[src/rtl/router_pkg.sv]
// router_pkg: shared widths, invalid address constant and FSM state encoding
// for the 1x3 router (used by router_fsm, router_reg and router_parity_chk).
package router_pkg;

    localparam int DATA_W_DEF = 8;
    localparam int ADDR_W_DEF = 2;

    // All-ones address selects no FIFO and is rejected at decode.
    localparam logic [ADDR_W_DEF-1:0] INVALID_ADDR = '1;

    typedef enum logic [2:0] {
        DECODE_ADDRESS     = 3'd0,
        LOAD_FIRST_DATA    = 3'd1,
        LOAD_DATA          = 3'd2,
        LOAD_PARITY        = 3'd3,
        FIFO_FULL_STATE    = 3'd4,
        LOAD_AFTER_FULL    = 3'd5,
        WAIT_TILL_EMPTY    = 3'd6,
        CHECK_PARITY_ERROR = 3'd7
    } state_e;

endpackage

[src/rtl/router_parity_chk.sv]
// router_parity_chk: running XOR parity, trailing parity capture, error flag.
// Optional ROUTER_REG_ERR_CNT_EN adds a saturating count of error events.
module router_parity_chk
    import router_pkg::*;
#(
    parameter int DATA_W = DATA_W_DEF
) (
    input  logic              clk,
    input  logic              resetn,
    input  logic              detect_add_i,
    input  logic              lfd_state_i,
    input  logic              ld_state_i,
    input  logic              laf_state_i,
    input  logic              full_state_i,
    input  logic              fifo_full_i,
    input  logic              pkt_valid_i,
    input  logic              low_pkt_valid_i,
    input  logic              rst_int_reg_i,
    input  logic [DATA_W-1:0] data_in_i,
    input  logic [DATA_W-1:0] header_i,
    input  logic [DATA_W-1:0] hold_byte_i,
    output logic              parity_done_o,
`ifdef ROUTER_REG_ERR_CNT_EN
    output logic [7:0]        err_cnt_o,
`endif
    output logic              err_o
);

    logic [DATA_W-1:0] int_par_q, int_par_d;
    logic [DATA_W-1:0] pkt_par_q, pkt_par_d;
    logic              done_q, done_d;
    logic              err_q, err_d;
    logic              cap_ld, cap_laf;

    // Parity byte arrives directly in LOAD_DATA, or from the hold byte
    // when it was refused because the FIFO was full.
    assign cap_ld  = ld_state_i && !pkt_valid_i && !fifo_full_i;
    assign cap_laf = laf_state_i && low_pkt_valid_i;

    // Next-state for parity accumulation, capture and error flag.
    always_comb begin
        int_par_d = int_par_q;
        pkt_par_d = pkt_par_q;
        done_d    = done_q;
        err_d     = err_q;

        if (detect_add_i) begin
            int_par_d = '0;
        end else if (lfd_state_i) begin
            int_par_d = int_par_q ^ header_i;
        end else if (ld_state_i && pkt_valid_i && !full_state_i && !fifo_full_i) begin
            int_par_d = int_par_q ^ data_in_i;
        end else if (laf_state_i && !low_pkt_valid_i) begin
            int_par_d = int_par_q ^ hold_byte_i;
        end

        if (detect_add_i) begin
            pkt_par_d = '0;
            done_d    = 1'b0;
        end else if (cap_ld) begin
            pkt_par_d = data_in_i;
            done_d    = 1'b1;
        end else if (cap_laf) begin
            pkt_par_d = hold_byte_i;
            done_d    = 1'b1;
        end

        if (rst_int_reg_i && done_q) begin
            err_d = (int_par_q != pkt_par_q);
        end else if (lfd_state_i) begin
            err_d = 1'b0;
        end
    end

    // Parity state registers with synchronous active-low reset.
    always_ff @(posedge clk) begin
        if (!resetn) begin
            int_par_q <= '0;
            pkt_par_q <= '0;
            done_q    <= 1'b0;
            err_q     <= 1'b0;
        end else begin
            int_par_q <= int_par_d;
            pkt_par_q <= pkt_par_d;
            done_q    <= done_d;
            err_q     <= err_d;
        end
    end

`ifdef ROUTER_REG_ERR_CNT_EN
    logic [7:0] cnt_q, cnt_d;

    // Count each rising edge of err, saturating at all-ones.
    always_comb begin
        cnt_d = cnt_q;
        if (err_d && !err_q && cnt_q != 8'hFF) begin
            cnt_d = cnt_q + 8'd1;
        end
    end

    // Error counter register; only resetn clears it.
    always_ff @(posedge clk) begin
        if (!resetn) begin
            cnt_q <= '0;
        end else begin
            cnt_q <= cnt_d;
        end
    end

    assign err_cnt_o = cnt_q;
`endif

    assign parity_done_o = done_q;
    assign err_o         = err_q;

endmodule

[src/rtl/router_reg.sv]
// router_reg: datapath register stage of the 1x3 router (header, dout, hold byte).
// Define ROUTER_REG_ERR_CNT_EN to add the err_cnt output.
module router_reg
    import router_pkg::*;
#(
    parameter int DATA_W = DATA_W_DEF,
    parameter int ADDR_W = ADDR_W_DEF
) (
    input  logic              clk,
    input  logic              resetn,
    input  logic              pkt_valid,
    input  logic [DATA_W-1:0] data_in,
    input  logic              fifo_full,
    input  logic              detect_add,
    input  logic              lfd_state,
    input  logic              ld_state,
    input  logic              laf_state,
    input  logic              full_state,
    input  logic              rst_int_reg,
    output logic [DATA_W-1:0] dout,
    output logic              parity_done,
    output logic              low_pkt_valid,
`ifdef ROUTER_REG_ERR_CNT_EN
    output logic [7:0]        err_cnt,
`endif
    output logic              err
);

    logic [DATA_W-1:0] header_q, header_d;
    logic [DATA_W-1:0] hold_q, hold_d;
    logic [DATA_W-1:0] dout_q, dout_d;
    logic              low_q, low_d;
    logic              addr_ok;

    assign addr_ok = (data_in[ADDR_W-1:0] != {ADDR_W{1'b1}});

    // Header latch, FIFO write-byte mux, hold byte and late-end flag.
    always_comb begin
        header_d = header_q;
        hold_d   = hold_q;
        dout_d   = dout_q;
        low_d    = low_q;

        if (detect_add && pkt_valid && addr_ok) begin
            header_d = data_in;
        end

        if (lfd_state) begin
            dout_d = header_q;
        end else if (ld_state && !fifo_full) begin
            dout_d = data_in;
        end else if (ld_state) begin
            hold_d = data_in;
        end else if (laf_state) begin
            dout_d = hold_q;
        end

        if (rst_int_reg) begin
            low_d = 1'b0;
        end else if (ld_state && !pkt_valid) begin
            low_d = 1'b1;
        end
    end

    // Datapath registers with synchronous active-low reset.
    always_ff @(posedge clk) begin
        if (!resetn) begin
            header_q <= '0;
            hold_q   <= '0;
            dout_q   <= '0;
            low_q    <= 1'b0;
        end else begin
            header_q <= header_d;
            hold_q   <= hold_d;
            dout_q   <= dout_d;
            low_q    <= low_d;
        end
    end

    router_parity_chk #(
        .DATA_W (DATA_W)
    ) u_par (
        .clk             (clk),
        .resetn          (resetn),
        .detect_add_i    (detect_add),
        .lfd_state_i     (lfd_state),
        .ld_state_i      (ld_state),
        .laf_state_i     (laf_state),
        .full_state_i    (full_state),
        .fifo_full_i     (fifo_full),
        .pkt_valid_i     (pkt_valid),
        .low_pkt_valid_i (low_q),
        .rst_int_reg_i   (rst_int_reg),
        .data_in_i       (data_in),
        .header_i        (header_q),
        .hold_byte_i     (hold_q),
        .parity_done_o   (parity_done),
`ifdef ROUTER_REG_ERR_CNT_EN
        .err_cnt_o       (err_cnt),
`endif
        .err_o           (err)
    );

    assign dout          = dout_q;
    assign low_pkt_valid = low_q;

endmodule
[config.mk]
export PLATFORM = sky130hd
export DESIGN_NAME = router_reg
export DESIGN_NICKNAME = d
export VERILOG_FILES = /design/src/rtl/router_pkg.sv /design/src/rtl/router_parity_chk.sv /design/src/rtl/router_reg.sv
export SDC_FILE = /design/constraint.sdc
export NUM_CORES = 1
export LEC_CHECK = 0
export CORE_ASPECT_RATIO = 0.9
export CORE_MARGIN = 5
export CORE_UTILIZATION = 54
export DETAILED_ROUTE_END_ITERATION = 6
export PLACE_DENSITY = 0.8
export SLEW_MARGIN = 20
export SYNTH_ARGS = -nofsm -noshare
export SYNTH_HDL_FRONTEND = slang
export SYNTH_SLANG_ARGS = --single-unit
[constraint.sdc]
create_clock -name clk -period 1.6 [get_ports clk]
set_input_delay 0.32 -clock clk [delete_from_list [all_inputs] [get_ports clk]]
set_output_delay 0.32 -clock clk [all_outputs]
set_load 0.05 [all_outputs]
# Word-level counts from Yosys, hierarchy flattened
# Cells that the tools add are included.
dict set report totals {
  rom_bits 0
  latch_bits 0
  mem_count 0
  ff_bits 43
  in_bits 18
  ramBits 0
}
dict set report classes {
  multipliers 0
  reduce_logical 23
  addsub 0
  n_shift 0
  n_div 0
  eq_ne 3
  mux 13
  n_bitwise 6
  order_cmp 0
}
# op n
set op_table {}
lappend op_table {{$mux W8} 9}
lappend op_table {{$xor A8 B8 Y8} 3}
lappend op_table {{$logic_and A1 B1 Y1} 11}
lappend op_table {{$ne A8 B8 Y1} 1}
lappend op_table {{$reduce_bool A3 Y1} 2}
lappend op_table {{$logic_not A1 Y1} 4}
lappend op_table {{$mux W1} 4}
lappend op_table {{$reduce_bool A2 Y1} 2}
lappend op_table {{$reduce_or A2 Y1} 2}
lappend op_table {{$ne A3 B2 Y1 const B} 1}
lappend op_table {{$not A1 Y1} 3}
lappend op_table {{$reduce_and A3 Y1} 1}
lappend op_table {{$ne A2 B2 Y1 const B} 1}
lappend op_table {{$reduce_and A2 Y1} 1}

# Depth between registers and ports, before layout
dict set report depth {
  ltp_word 5
  mapped_depth 6
  depth_no_buf 4
}

# Hierarchy
# Synthesis repeated with hierarchy kept, for this count alone.
dict set report hier_totals {
  cells_unflattened 242
  hier_area_um2 2223.4
}
# module instances area_each_um2 seq_area_each_um2 cells_each
set modules_own_cells {}
lappend modules_own_cells {router_reg 1 1148.6 500.5 116}
lappend modules_own_cells {router_parity_chk 1 1074.8 360.3 126}

# Worst setup path before layout
# OpenSTA, ideal clock, no wires.
dict set report synth_path {
  path_type {register -> register}
  start {register low_q, in the netlist low_pkt_valid}
  end {register u_par.int_par_q[0]}
  setup_ns 0.070
  setup_slack_ns 0.091
  path_stages_with_launch 6
  period_less_slack_ns 1.509
  arrival_ns 1.439
  cell_sequence {dfxtp_1 > nor2b_1 > clkbuf_2 > a211o_1 > a21o_1 > a21oi_1}
}
dict set report synth_between {
  elab_chain_len 3
}
# element line
set synth_lines {}
lappend synth_lines {{start: declaration} router_reg.sv:32} ;# logic low_q, low_d;
lappend synth_lines {{start signal: assignment} router_reg.sv:76} ;# low_q <= low_d;
lappend synth_lines {{$logic_not A1 Y1} router_parity_chk.sv:53} ;# end else if (laf_state_i && !low_pkt_valid_i) begin
lappend synth_lines {{$logic_and A1 B1 Y1} router_parity_chk.sv:53}
lappend synth_lines {{$reduce_bool A3 Y1 (no source line)} --}
lappend synth_lines {{end signal: assignment} router_parity_chk.sv:83} ;# int_par_q <= int_par_d;
lappend synth_lines {{end: declaration} router_parity_chk.sv:29} ;# logic [DATA_W-1:0] int_par_q, int_par_d;
# No other way between the ends.
# A chain may end at the register's enable or synchronous reset.

# Worst setup path in the final report
dict set report layout_path {
  start {input ld_state}
  end {register dout_q[1], in the netlist dout[1]}
}
dict set report layout_between {
  elab_chain_len 3
  word_cells_on_any_way 6
}
# element line
set layout_lines {}
lappend layout_lines {{start: declaration} router_reg.sv:16} ;# input logic ld_state,
lappend layout_lines {{$logic_and A1 B1 Y1} router_reg.sv:50} ;# end else if (ld_state && !fifo_full) begin
lappend layout_lines {{$ne A3 B2 Y1 (no source line) (tied with other cells)} --}
lappend layout_lines {{$reduce_and A2 Y1 (no source line) / $mux W8 (equally long branches)} --}
lappend layout_lines {{end signal: assignment} router_reg.sv:75} ;# dout_q <= dout_d;
lappend layout_lines {{end: declaration} router_reg.sv:31} ;# logic [DATA_W-1:0] dout_q, dout_d;
# Several ways; a longest one is shown, not always the timed one.

==> qor.csv <==
metric;value;unit
RSZ-0062 raised after global routing;yes;
max-capacitance violation count;0;
DP Wirelength;4320;microns
Static Leak;1.29;nW
area of the multi-input gates;0.00121;sq mm
Synth async-reset ratio;0;%
Post-Syn Area per Cell;8.60;sq um
Post-synth EDFFs;0;
crit-path max FO;8;
Initial Util;57.1;%
routed wire length;5940;microns
Tmin final;1580;ps
worst skew pair latency;310;ps
CP Capture Type;flip-flop;
Core Util, Final;77.4;%
CTS Buf Count;5;
Post-layout nets;334;
total chip power;2.64;mW
most area-consuming cells after synthesis;dfxtp_1, nor2b_1, mux2i_1;
critical path's most frequent cell;buf_4;
number of core rows;21;
initial antenna violation count;0;
synthesized area;0.00218;sq mm
CTS tree;yes;
Final Cycle Share;98.6;%
drt first pass iters;4;
top-count cell post-synth;dfxtp_1;
via count;2075;
pwr/cell area;896;mW/mm^2
number of synthesis warnings;0;
worst vdd ir;0.806;mV
Fmax achieved;0.634;GHz
Hold WC Path Type;flip-flop to flip-flop;
top cell type by total area after synthesis;dfxtp_1;
global router's overall resource usage;22.2;%
status;finished clean;
top cells by count, synth;dfxtp_1, nor2b_1, a21oi_1, nand2_1, nand3_1;
drt wl/cell;16.4;microns
num ports;29;
GP Congestion;0.828;
Core ar.;0.00381;sq mm
die width;76.9;microns
largest net degree at the start of global routing;31;
first-pass GRT wire length;9670;microns
Slowest Stage Delay on Critical Path;460;ps
Slew headroom;71.0;%
final-report max-slew violation count;0;
clock sinks;43;
final antenna-violating net count;0;
Slew @ Worst Pin;433;ps
CP cell instances;clkdlybuf4s50_1, buf_4, nor2b_1, buf_4, o31ai_2, buf_4, o31ai_1;
Worst Path Arrival;1780;ps
Fin. Hold Viols;0;
vias per std cell;5.72;
register area;861;sq um
Worst Hold Margin;461;ps
vias in the first global route;2062;
Clock Tree Buf Depth;2;
Slowest cell on crit path;clkdlybuf4s50_1;
Die Area;0.00540;sq mm
Critical Path Start Type;input port;
CP Class;input port to flip-flop;
input/output buffers;28;
ys flop type;dfxtp_1;
Area Overhead vs Synth;35.5;%
Root Driver;clkbuf_8;
Synth Net Count;271;
worst path required time;1800;ps
1st-iter DRT viols;133;
Worst Skew;9.68;ps
share of the synthesized area in the top cell type;39.6;%
Ant. Diodes;0;
Fill cells;279;
layout cells sized above 1;21.8;%
Congestion Overflow GR;0;
synth unique cells;30;
H-tree depth;2;
CTS clk-pin slew, worst paths;80;ps
drt drc;0;
#FFs+latches synth;43;
register area share after synthesis;39.6;%
Setup-failing EPs final;0;
cell count after synthesis;253;
Die Height;70.2;microns
-- through the flow --
step	TNS, ps	setup WS (ps)	cells	instance area (sq um)
final	0	22.1	363	2950
after floorplan	0	90.7	253	2180
after global routing	-168	-56.5	363	2950
after global placement	-5250	-295	355	2790
after CTS	0	7.84	363	2920
after detailed placement	-6780	-372	355	2790
-- cell type report --
cell class                 count  share of cell area, %
timing repair buffer          73                   22.0
tap                           46                   1.95
clock inverter                 2                   2.04
multi-input combinational    183                   41.1
inverter                      10                   1.27
clock buffer                   6                   2.46
sequential                    43                   29.2
-- routing by layer --
layer / vias up / global-route usage (%) / routed length, microns
li1: 1016 / - / -
met1: 994 / 25.5 / 2570
met2: 49 / 39.5 / 2970
met3: 16 / 6.30 / 273
met4: 0 / 6.99 / 121
met5: - / 0 / 0
-- registers in the layout (all words and copies together) (netlist names) --
register,count
dout,8
u_par.pkt_par_q,8
u_par.int_par_q,8
u_par.parity_done_o,1
u_par.err_o,1
low_pkt_valid,1
header_q,8
hold_q,8
-- cell families after synthesis --
| logic type | after synthesis | share of synthesized area [%] |
|---|---|---|
| compound gates | 62 | 20.1 |
| xor+xnor | 8 | 3.22 |
| simple gates | 97 | 23.7 |
| mux | 16 | 7.36 |
| buf+inv | 27 | 5.98 |
| flops | 43 | 39.6 |
-- placed cells by master, fill, tap and decap left out, drive strengths merged, types with 9 or more instances in the layout --
cell,Yosys,routed
a21oi,20,20
buf,8,56
clkdlybuf4s50,0,17
dfxtp,43,43
inv,10,10
mux2i,16,16
nand2,21,21
nand3,17,17
nor2,16,16
nor2b,35,35
o31ai,9,9
-- path summary, 6_finish.rpt --
check,slack [ps],cells after the start,start,to
worst min register to register,460,2,dout[4],dout[4]
worst max register to register,360,4,low_pkt_valid,u_par.pkt_par_q[1]
worst max-delay path,20,7,ld_state,dout[1]
worst min-delay path,460,2,dout[4],dout[4]
-- power breakdown --
part           internal [mW]  total [mW]  switching (mW)
sequential              1.11        1.14          0.0300
clock                  0.624       0.999           0.376
combinational          0.239       0.498           0.259
total                   1.98        2.64           0.665
-- what timing repair did --
item / 4_1_cts / 5_1_grt
cloned: 0 / 0
resized for setup: 1 / 5
endpoints found under the hold margin: 0 / 0
hold buffers: 0 / 0
setup endpoints to repair: 8 / 9
setup buffers: 0 / 0
pin swaps: 0 / 1
-- critical path, delay by kind of cell --
family	cells	cell delay, ps
AO/OA/AOI/OAI	2	340
AND/OR/NAND/NOR	1	150
buffers and inverters	4	960
Note: power is estimated with default switching activity, not from simulation.
